===== src/rtl/cmp_pkg.sv =====
// Shared definitions for the digit-serial magnitude comparator: FSM and accumulator
// encodings, legal NDIGITS range and a one-hot check on a {g,l,e} digit.
package cmp_pkg;

  typedef enum logic [1:0] {
    IDLE = 2'd0,
    RUN  = 2'd1,
    DONE = 2'd2
  } state_t;

  typedef enum logic [1:0] {
    EQUAL   = 2'd0,
    GREATER = 2'd1,
    LESS    = 2'd2
  } acc_t;

  localparam int NDIGITS_MIN = 1;
  localparam int NDIGITS_MAX = 16;

  function automatic logic is_one_hot3(input logic [2:0] v);
    return (v == 3'b100) || (v == 3'b010) || (v == 3'b001);
  endfunction

endpackage


===== src/rtl/cmp_digit_cnt.sv =====
// Digit counter: synchronous clear, count enable, terminal-count flag at NDIGITS-1.
// Saturates at the terminal count so it can never wrap.
module cmp_digit_cnt
  import cmp_pkg::*;
#(
  parameter int NDIGITS = 4,
  localparam int CW = (NDIGITS > 1) ? $clog2(NDIGITS) : 1
) (
  input  logic clk,
  input  logic rst,
  input  logic clr,
  input  logic en,
  output logic tc
);

  logic [CW-1:0] cnt_r;

  // digit index register
  always_ff @(posedge clk) begin
    if (rst) begin
      cnt_r <= '0;
    end else if (clr) begin
      cnt_r <= '0;
    end else if (en && !tc) begin
      cnt_r <= cnt_r + 1'b1;
    end else begin
      cnt_r <= cnt_r;
    end
  end

  assign tc = (cnt_r == CW'(NDIGITS - 1));

endmodule


===== src/rtl/cmp_digit_serial.sv =====
// Digit-serial magnitude comparator, MSB digit first, fed by a 2-bit comparator stage.
// Optional build macro CMP_EARLY_EXIT_EN: finish on the first decisive (g or l) digit.
module cmp_digit_serial
  import cmp_pkg::*;
#(
  parameter int NDIGITS = 4
) (
  input  logic clk,
  input  logic rst,
  input  logic start,
  input  logic dig_valid,
  output logic dig_ready,
  input  logic g_in,
  input  logic l_in,
  input  logic e_in,
  output logic busy,
  output logic done,
  output logic gt,
  output logic lt,
  output logic eq,
  output logic err
);

  localparam int ND = (NDIGITS < NDIGITS_MIN) ? NDIGITS_MIN :
                      (NDIGITS > NDIGITS_MAX) ? NDIGITS_MAX : NDIGITS;

  state_t state_r, state_next_s;
  acc_t   acc_r, acc_next_s;
  logic   dig_ready_r, busy_r, done_r, gt_r, lt_r, eq_r, err_r;
  logic   start_ok_s, accept_s, digit_ok_s, early_s, tc_s, finish_s;

  assign start_ok_s = start && (state_r == IDLE);
  assign accept_s   = dig_valid && dig_ready_r;
  assign digit_ok_s = is_one_hot3({g_in, l_in, e_in});
  assign finish_s   = accept_s && (tc_s || early_s);

  cmp_digit_cnt #(.NDIGITS(ND)) u_cnt (
    .clk (clk),
    .rst (rst),
    .clr (start_ok_s),
    .en  (accept_s),
    .tc  (tc_s)
  );

  // accumulator update: only the first decisive digit counts, malformed digits act as e
  always_comb begin
    acc_next_s = acc_r;
    if ((acc_r == EQUAL) && digit_ok_s && g_in) begin
      acc_next_s = GREATER;
    end else if ((acc_r == EQUAL) && digit_ok_s && l_in) begin
      acc_next_s = LESS;
    end else begin
      acc_next_s = acc_r;
    end
  end

`ifdef CMP_EARLY_EXIT_EN
  assign early_s = (acc_next_s != acc_r);
`else
  assign early_s = 1'b0;
`endif

  // next-state logic
  always_comb begin
    state_next_s = state_r;
    case (state_r)
      IDLE:    state_next_s = start_ok_s ? RUN : IDLE;
      RUN:     state_next_s = finish_s ? DONE : RUN;
      DONE:    state_next_s = IDLE;
      default: state_next_s = IDLE;
    endcase
  end

  // state register
  always_ff @(posedge clk) begin
    if (rst) begin
      state_r <= IDLE;
    end else begin
      state_r <= state_next_s;
    end
  end

  // handshake and status flags registered from the next state
  always_ff @(posedge clk) begin
    if (rst) begin
      dig_ready_r <= 1'b0;
      busy_r      <= 1'b0;
      done_r      <= 1'b0;
    end else begin
      dig_ready_r <= (state_next_s == RUN);
      busy_r      <= (state_next_s == RUN);
      done_r      <= (state_next_s == DONE);
    end
  end

  // accumulator and sticky malformed-digit flag
  always_ff @(posedge clk) begin
    if (rst) begin
      acc_r <= EQUAL;
      err_r <= 1'b0;
    end else if (start_ok_s) begin
      acc_r <= EQUAL;
      err_r <= 1'b0;
    end else if (accept_s) begin
      acc_r <= acc_next_s;
      err_r <= err_r || !digit_ok_s;
    end else begin
      acc_r <= acc_r;
      err_r <= err_r;
    end
  end

  // word result, held until the next completion
  always_ff @(posedge clk) begin
    if (rst) begin
      gt_r <= 1'b0;
      lt_r <= 1'b0;
      eq_r <= 1'b0;
    end else if (finish_s) begin
      gt_r <= (acc_next_s == GREATER);
      lt_r <= (acc_next_s == LESS);
      eq_r <= (acc_next_s == EQUAL);
    end else begin
      gt_r <= gt_r;
      lt_r <= lt_r;
      eq_r <= eq_r;
    end
  end

  assign dig_ready = dig_ready_r;
  assign busy      = busy_r;
  assign done      = done_r;
  assign gt        = gt_r;
  assign lt        = lt_r;
  assign eq        = eq_r;
  assign err       = err_r;

endmodule


===== config.mk =====
export PLATFORM = sky130hd
export DESIGN_NAME = cmp_digit_serial
export DESIGN_NICKNAME = d
export VERILOG_FILES = /design/src/rtl/cmp_pkg.sv /design/src/rtl/cmp_digit_cnt.sv /design/src/rtl/cmp_digit_serial.sv
export SDC_FILE = /design/constraint.sdc
export NUM_CORES = 1
export LEC_CHECK = 0
export CELL_PAD_IN_SITES_DETAIL_PLACEMENT = 0
export CELL_PAD_IN_SITES_GLOBAL_PLACEMENT = 2
export CORE_MARGIN = 2
export CORE_UTILIZATION = 26
export DETAILED_ROUTE_END_ITERATION = 6
export GPL_ROUTABILITY_DRIVEN = 0
export PLACE_DENSITY_LB_ADDON = 0.1
export SLEW_MARGIN = 20
export SYNTH_ARGS = -nofsm -noshare
export SYNTH_HDL_FRONTEND = slang
export SYNTH_SLANG_ARGS = --single-unit

===== constraint.sdc =====
create_clock -name clk -period 1.5 [get_ports clk]
set_clock_uncertainty 0.15 [all_clocks]
set_input_delay 0.225 -clock clk [delete_from_list [all_inputs] [get_ports clk]]
set_output_delay 0.225 -clock clk [all_outputs]
set_load 0.005 [all_outputs]

; Word level (Yosys, flattened, before mapping)
; Index checks and enable logic that the tools add are counted.
[totals]
reg_bits = 12
output_inout_bits = 7
word_cells = 40
[classes]
add_sub_neg = 1
eq_ne = 9
mux = 5
n_reduce_logical = 16
[op_table]
columns = cell, n
row1 = $logic_and 1x1->1, 7
row2 = $eq 2x1->1 const B, 3
row3 = $eq 2x2->1 const B, 3
row4 = $logic_not 2->1, 3
row5 = $mux 2, 3
row6 = $pmux 2 s2, 1
row7 = $eq 3x1->1 const B, 1
row8 = $eq 3x2->1 const B, 1
row9 = $eq 3x3->1 const B, 1
row10 = $logic_or 1x1->1, 3
row11 = $add 2x1->2 const B, 1
row12 = $logic_not 1->1, 2
row13 = $reduce_or 2->1, 1
row14 = $mux 1, 1

; Logic depth before layout (Yosys ltp)
; Gate-level depths: netlist of the first run.
[depth]
word_depth = 8
depth_mapped = 4
mapped_depth_nobuf = 4

; Modules after synthesis
; Synthesis of the first run repeated with hierarchy kept, for this count alone.
[unflattened]
cells_unflattened = 51
hier_area_um2 = 519.2
[modules_own_cells]
columns = mod, n_inst, cells_per_inst, area_per_inst_um2, seq_area_each_um2
row1 = cmp_digit_serial, 1, 43, 414.1, 200.2
row2 = cmp_digit_cnt, 1, 8, 105.1, 40.0

; Worst setup path after synthesis of the first run
; OpenSTA, ideal clock, no wires.
[synth_timing]
path_kind = reg2reg
start = register u_cnt.cnt_r[0]
end = register busy_r (netlist: busy)
arrival_ns = 1.038
slack_ns = 0.198
path_stages_with_launch = 4
path_buffers = 0
synth_period_minus_slack_ns = 1.302
cell_sequence = dfxtp_1 ha_1 and3_1 a2111oi_0
[synth_between]
elab_chain_len = 5
[synth_lines]
columns = item, line_no
row1 = start: declaration, cmp_digit_cnt.sv:16  ; logic [CW-1:0] cnt_r;
row2 = start signal: assignment, cmp_digit_cnt.sv:25  ; cnt_r <= cnt_r + 1'b1;
row3 = start signal: assignment, cmp_digit_cnt.sv:27  ; cnt_r <= cnt_r;
row4 = $eq 2x2->1, cmp_digit_cnt.sv:31  ; assign tc = (cnt_r == CW'(NDIGITS - 1));
row5 = $logic_and 1x1->1, cmp_digit_serial.sv:35  ; assign finish_s = accept_s && (tc_s || early_s);
row6 = $mux 2, cmp_digit_serial.sv:68  ; RUN: state_next_s = finish_s ? DONE : RUN;
row7 = $pmux 2 s2, cmp_digit_serial.sv:66  ; case (state_r)
row8 = $eq 2x1->1, cmp_digit_serial.sv:91  ; busy_r <= (state_next_s == RUN);
row9 = end signal: assignment, cmp_digit_serial.sv:91
row10 = end: declaration, cmp_digit_serial.sv:29  ; logic dig_ready_r, busy_r, done_r, gt_r, lt_r, eq_r, err_r;
; Every way passes these cells.
; A chain may end at the register's enable or synchronous reset.

; Worst setup path after layout of the first run
[layout_timing]
start = input l_in
end = register lt_r (netlist: lt)
[layout_between]
elab_chain_len = 8
elab_cells_between_ends = 11
[layout_lines]
columns = item, line_no
row1 = start: declaration, cmp_digit_serial.sv:14  ; input logic l_in,
row2 = $eq 3x3->1 or $eq 3x2->1 (tied branches), cmp_pkg.sv:21  ; return (v == 3'b100) || (v == 3'b010) || (v == 3'b001);
row3 = $logic_or 1x1->1 (2 in series), cmp_pkg.sv:21
row4 = $logic_and 1x1->1, "cmp_digit_serial.sv:48, cmp_digit_serial.sv:50"
row5 = $logic_and 1x1->1, cmp_digit_serial.sv:50  ; end else if ((acc_r == EQUAL) && digit_ok_s && l_in) begin
row6 = $mux 2, cmp_digit_serial.sv:50
row7 = $mux 2 (*), cmp_digit_serial.sv:48  ; if ((acc_r == EQUAL) && digit_ok_s && g_in) begin
row8 = $eq 2x2->1 (*), cmp_digit_serial.sv:121  ; lt_r <= (acc_next_s == LESS);
row9 = end signal: assignment, cmp_digit_serial.sv:121
row10 = end signal: assignment, cmp_digit_serial.sv:125  ; lt_r <= lt_r;
row11 = end: declaration, cmp_digit_serial.sv:29
; Mark *: on every way between the ends. The rest lies on a longest branch, timed or not.

==> impl_metrics.ini, run 1 <==
[status]
outcome = completed

[grt]
grt_start_max_net_pins = 8
track_usage_pct = 12.0
grt_pass1_wl_microns = 1880
grt-ovfl-total = 0
antenna_found_initial = 0
grt_pass1_vias = 405

[yosys]
ys_top_cells_by_area = dfxtp_1, nor2_1, a2111oi_0
yosys_warnings = 0
syn-cell-area_sq_um = 500
synthDominantCellAreaShare_pct = 48.0
synth_cell_types = 26
ys_seq_area_share_pct = 48.0
synth_cells = 52
synth_largest_area_cell = dfxtp_1
syn-mean-instance-area_sq_um = 9.62
synth-seq-cells = 12
synth_nets = 60

[worst_setup_path]
critPathLaunchType = input port
critPathMaxFanout = 3
r2r_end = busy
path_buf_inv = 1
worst-r2r-setup-slack_ps = 90
slowest_delay_ps = 470
cp.required_ps = 1560
worst_setup_path_end_kind = register
rr_worst_depth = 3
crit_chain = clkdlybuf4s50_1 > or3b_1 > a211o_1 > a21oi_2
slowest_stage = clkdlybuf4s50_1
crit_type = in2reg
rr_startpoint = u_cnt.cnt_r[0]
critPathTopFamily = buffers and inverters
crit_arrival_ps = 1520

[timing]
period_share_pct = 97.1
clock.fmax_ghz = 0.687
min_period_ps = 1460
tightest_slew_ps = 334
rsz0062_at_grt = true
fin_ws_ps = 43.5
finalSetupViolCount = 0
timing.setup.tns_ps = 0
holdWs_ps = 299
final_max_slew_viol_count = 0
relSlewSlack_pct = 77.2
hold_viol_final = 0

[placed_design]
dp.cells = 96
post-dp-hpwl_microns = 824
place_ws_ps = -231
port-buffer-count = 13

[clock_network]
htree_levels = 1
cts_hold_buf = 0
cts_sinks = 12
clock_path_buffers = 2
clkLatencyLatePin_ps = 270
clk_pin_slew_ps = 80
cts_tree = done
clockRootBuffer = clkbuf_4
cts_buffers = 3

[min_path]
hold_class = reg2reg
whs_path_depth = 2
hold_start = eq
whs_endpoint = eq

[layout]
drive_gt1_share_pct = 23.7
post-route-util_pct = 43.4
instances_no_fill = 101
antenna_cells = 0
layout_common_cells = dfxtp_1, buf_4, nor2_1
area_growth_pct = 53.0
nNetsFinal = 85

[flow_run]
max_cap_viol_count = 0

[power_and_ir_drop]
p_clk_share_pct = 38.9
p_sw_mw = 0.151
p_leak_nw = 0.368
power.density_nw_per_um2 = 875
swShare_pct = 22.5
ir_drop_mv = 0.435
power_frac_seq_pct = 49.5
pwr-share-comb_pct = 11.6
p_int_mw = 0.519

[floorplanning]
ioPinCount = 14
die_area_sq_um = 2290
start_util_pct = 28.4
die-height_microns = 47.9
rows = 15
coreArea_sq_um = 1760
fp.dieW_microns = 47.9

[route]
ant_nets = 0
wire_per_inst_microns = 10.8
drt_iter0_drc = 5
drc = 0
wirelength_microns = 1090
via_per_inst = 4.43
first_pass_iters = 2
vias = 447
==> worst max path at each step <==
stage	end	slack [ps]	start	depth (start not counted)
after CTS	gt	4	gt	1
after global routing	state_r[0]	-50	u_cnt.cnt_r[0]	3
final	lt	40	l_in	4
after global placement	lt	-220	l_in	4
after detailed placement	lt	-230	l_in	4
after floorplan	busy	200	u_cnt.cnt_r[0]	3
==> logic make-up (layout without fill, tap and decap cells) <==
family                     count (synthesis)  after routing  share of synthesized area, %
and+or+nand+nor                           20             20                          20.8
AOI/OAI and AO/OA                         12             12                          18.5
DFF                                       12             12                          48.0
xor gates and xnor gates                   3              3                          5.25
buffers and inverters                      3             27                          3.00
adders and majority gates                  1              1                          2.50
muxes                                      1              1                          2.00
==> area by class of cell <==
cell class / count / area, sq um
fillers: 190 / 998
multi-input cells: 37 / 246
flip-flops and latches: 12 / 244
repair buffers: 22 / 204
clock buffers: 4 / 36.3
well taps: 25 / 31.3
inverters: 1 / 3.75
==> stage by stage <==
stage,instance area [sq um],power [mW]
finish,766,0.670
global route,766,0.712
CTS,753,0.678
detailed placement,711,0.416
global placement,711,0.416
floorplan,500,0.369
==> registers in the layout, indices dropped and copies added (netlist names) <==
register and cells:
busy 1, done 1, gt 1, lt 1, u_cnt.cnt_r 2, eq 1
err 1, state_r 2, acc_r 2
==> power by group through the flow <==
stage / clock (mW) / combinational [mW] / sequential, mW
after floorplan: 0 / 0.0301 / 0.339
after global placement: 0 / 0.0770 / 0.339
after detailed placement: 0 / 0.0765 / 0.339
after CTS: 0.270 / 0.0773 / 0.331
after global routing: 0.293 / 0.0854 / 0.333
final: 0.261 / 0.0777 / 0.331
==> synthesized netlist by cell type <==
library cell	instances
nor3_1	2
xnor2_1	2
o211ai_1	2
a21oi_2	1
and3_1	1
mux2i_1	1
inv_1	1
nor2_1	7
nand3b_1	1
o31a_2	1
a211o_1	1
a31oi_1	1
a21o_1	1
nand3_1	1
a2111oi_0	2
a21oi_1	2
nor3b_1	1
nand2_1	4
or3b_1	1
clkbuf_1	1
dfxtp_1	12
xor2_1	1
ha_1	1
buf_4	1
nor4b_1	2
a41oi_1	1
==> tightest hold or removal path, cell delays in order, from the launching register on <==
cell     delay (ps)
dfxtp_1         310
nand2_1          50
a21oi_1          50
==> layer usage <==
layer / GRT usage, % / vias up / part of all wire (%)
met5: 0 / - / 0
met4: 3.24 / 0 / 0
met3: 5.66 / 0 / 5.7
met2: 15.2 / 12 / 40
met1: 17.8 / 196 / 54
li1: - / 239 / -
==> what timing repair did <==
item,CTS,global route
pin swaps,0,0
setup endpoints to repair,3,6
gates resized for setup,5,6
setup buffers,1,0
Note: power is estimated with default switching activity, not from simulation.
==> run 2, diff against run 1 <==
- MAX_ROUTING_LAYER: unset -> met4
==> run 2 against run 1 <==
Hold slack unchanged. Fmax about the same. Non-clock buffer count unchanged. Highest routed layer is now met4.
==> impl_metrics.ini, run 2 (synthesis results as in run 1) <==
[status]
outcome = completed

[clock_network]
cts_hold_buf = 0
clk_pin_slew_ps = 80
clock_path_buffers = 2
clockRootBuffer = clkbuf_4
clkLatencyLatePin_ps = 270
cts_tree = done
cts_sinks = 12
cts_buffers = 3
htree_levels = 1

[timing]
rsz0062_at_grt = true
timing.setup.tns_ps = 0
min_period_ps = 1460
clock.fmax_ghz = 0.687
hold_viol_final = 0
relSlewSlack_pct = 77.2
tightest_slew_ps = 334
finalSetupViolCount = 0
final_max_slew_viol_count = 0
period_share_pct = 97.1

[placed_design]
dp.cells = 96
port-buffer-count = 13
placedInstanceArea_sq_um = 711
post-dp-hpwl_microns = 824

[floorplanning]
die_area_sq_um = 2290
fp.dieW_microns = 47.9
die-height_microns = 47.9
ioPinCount = 14
coreArea_sq_um = 1760
start_util_pct = 28.4
rows = 15

[worst_setup_path]
worst_setup_path_end_kind = register
crit_arrival_ps = 1520
slowest_stage = clkdlybuf4s50_1
critPathMaxFanout = 3
critPathTopFamily = buffers and inverters
path_buf_inv = 1
critPathLaunchType = input port
r2r_end = busy
critPathCapture = lt
crit_cells = 4
crit_type = in2reg
crit_chain = clkdlybuf4s50_1 > or3b_1 > a211o_1 > a21oi_2
slowest_delay_ps = 470
rr_worst_depth = 3
cp.required_ps = 1560
critPathLaunch = l_in
rr_startpoint = u_cnt.cnt_r[0]
worst-r2r-setup-slack_ps = 90

[route]
wire_per_inst_microns = 10.8
drc = 0
vias = 449
first_pass_iters = 2
drt_iter0_drc = 5
ant_nets = 0
via_per_inst = 4.45
wirelength_microns = 1090

[layout]
reg_top3 = acc_r x2, state_r x2, u_cnt.cnt_r x2
area_growth_pct = 53.0
instances_no_fill = 101
nNetsFinal = 85
layout_common_cells = dfxtp_1, buf_4, nor2_1
post-route-util_pct = 43.4
drive_gt1_share_pct = 23.7
antenna_cells = 0
nFillCells = 190
stdcell_area_sq_um = 766

[min_path]
hold_class = reg2reg

[power_and_ir_drop]
p_total_mw = 0.670
power.density_nw_per_um2 = 875
ir_drop_mv = 0.435
p_leak_nw = 0.368

[flow_run]
max_cap_viol_count = 0

[grt]
grt_pass1_vias = 404
track_usage_pct = 12.4
grt_pass1_wl_microns = 1880
grt_start_max_net_pins = 8
grt-ovfl-total = 0
antenna_found_initial = 0
[run 2: cell counts in the layout (fill, tap and decap cells not counted)]
Identical to the previous run, type by type.
[run 2: worst register-to-register path, cell delays in order, from the launching register on]
cell	delay [ps]
dfxtp_1	320
ha_1	210
and3_1	210
a2111oi_0	390
[run 2: final cells by class]
type                    instances  area [sq um]  area share (%)
multi-input cells              37           246            32.2
well taps                      25          31.3            4.08
inverters                       1          3.75           0.490
clock buffers                   4          36.3            4.74
flip-flops and latches         12           244            31.9
repair buffers                 22           204            26.6
[run 2: metrics by stage]
step | worst slack [ps] | hold WS, ps
floorplan | 198 | 249
global placement | -216 | 291
detailed placement | -231 | 295
CTS | 4.36 | 306
global route | -47.1 | 346
finish | 44.1 | 299
[run 2: what timing repair did]
item / CTS / global route
setup endpoints to repair: 3 / 6
resized for setup: 5 / 6
setup buffers: 1 / 0
[run 2: per-layer routing]
layer / track usage (%) / part of all wire, %
met4: 3.24 / 0.46
met1: 17.8 / 54
met3: 5.66 / 5.7
met2: 15.2 / 40
met5: - / 0
[run 2: power breakdown]
group | switching (mW) | internal [mW]
sequential | 0.00580 | 0.326
combinational | 0.0315 | 0.0461
clock | 0.113 | 0.147
total | 0.150 | 0.519
[run 2: worst min-delay path by stage]
stage	to	start	depth (start not counted)	slack [ps]
after floorplan	err	l_in	2	250
after global placement	gt	gt	2	290
after detailed placement	eq	eq	2	290
after CTS	eq	eq	2	310
after global routing	eq	eq	2	350
final	eq	eq	2	300
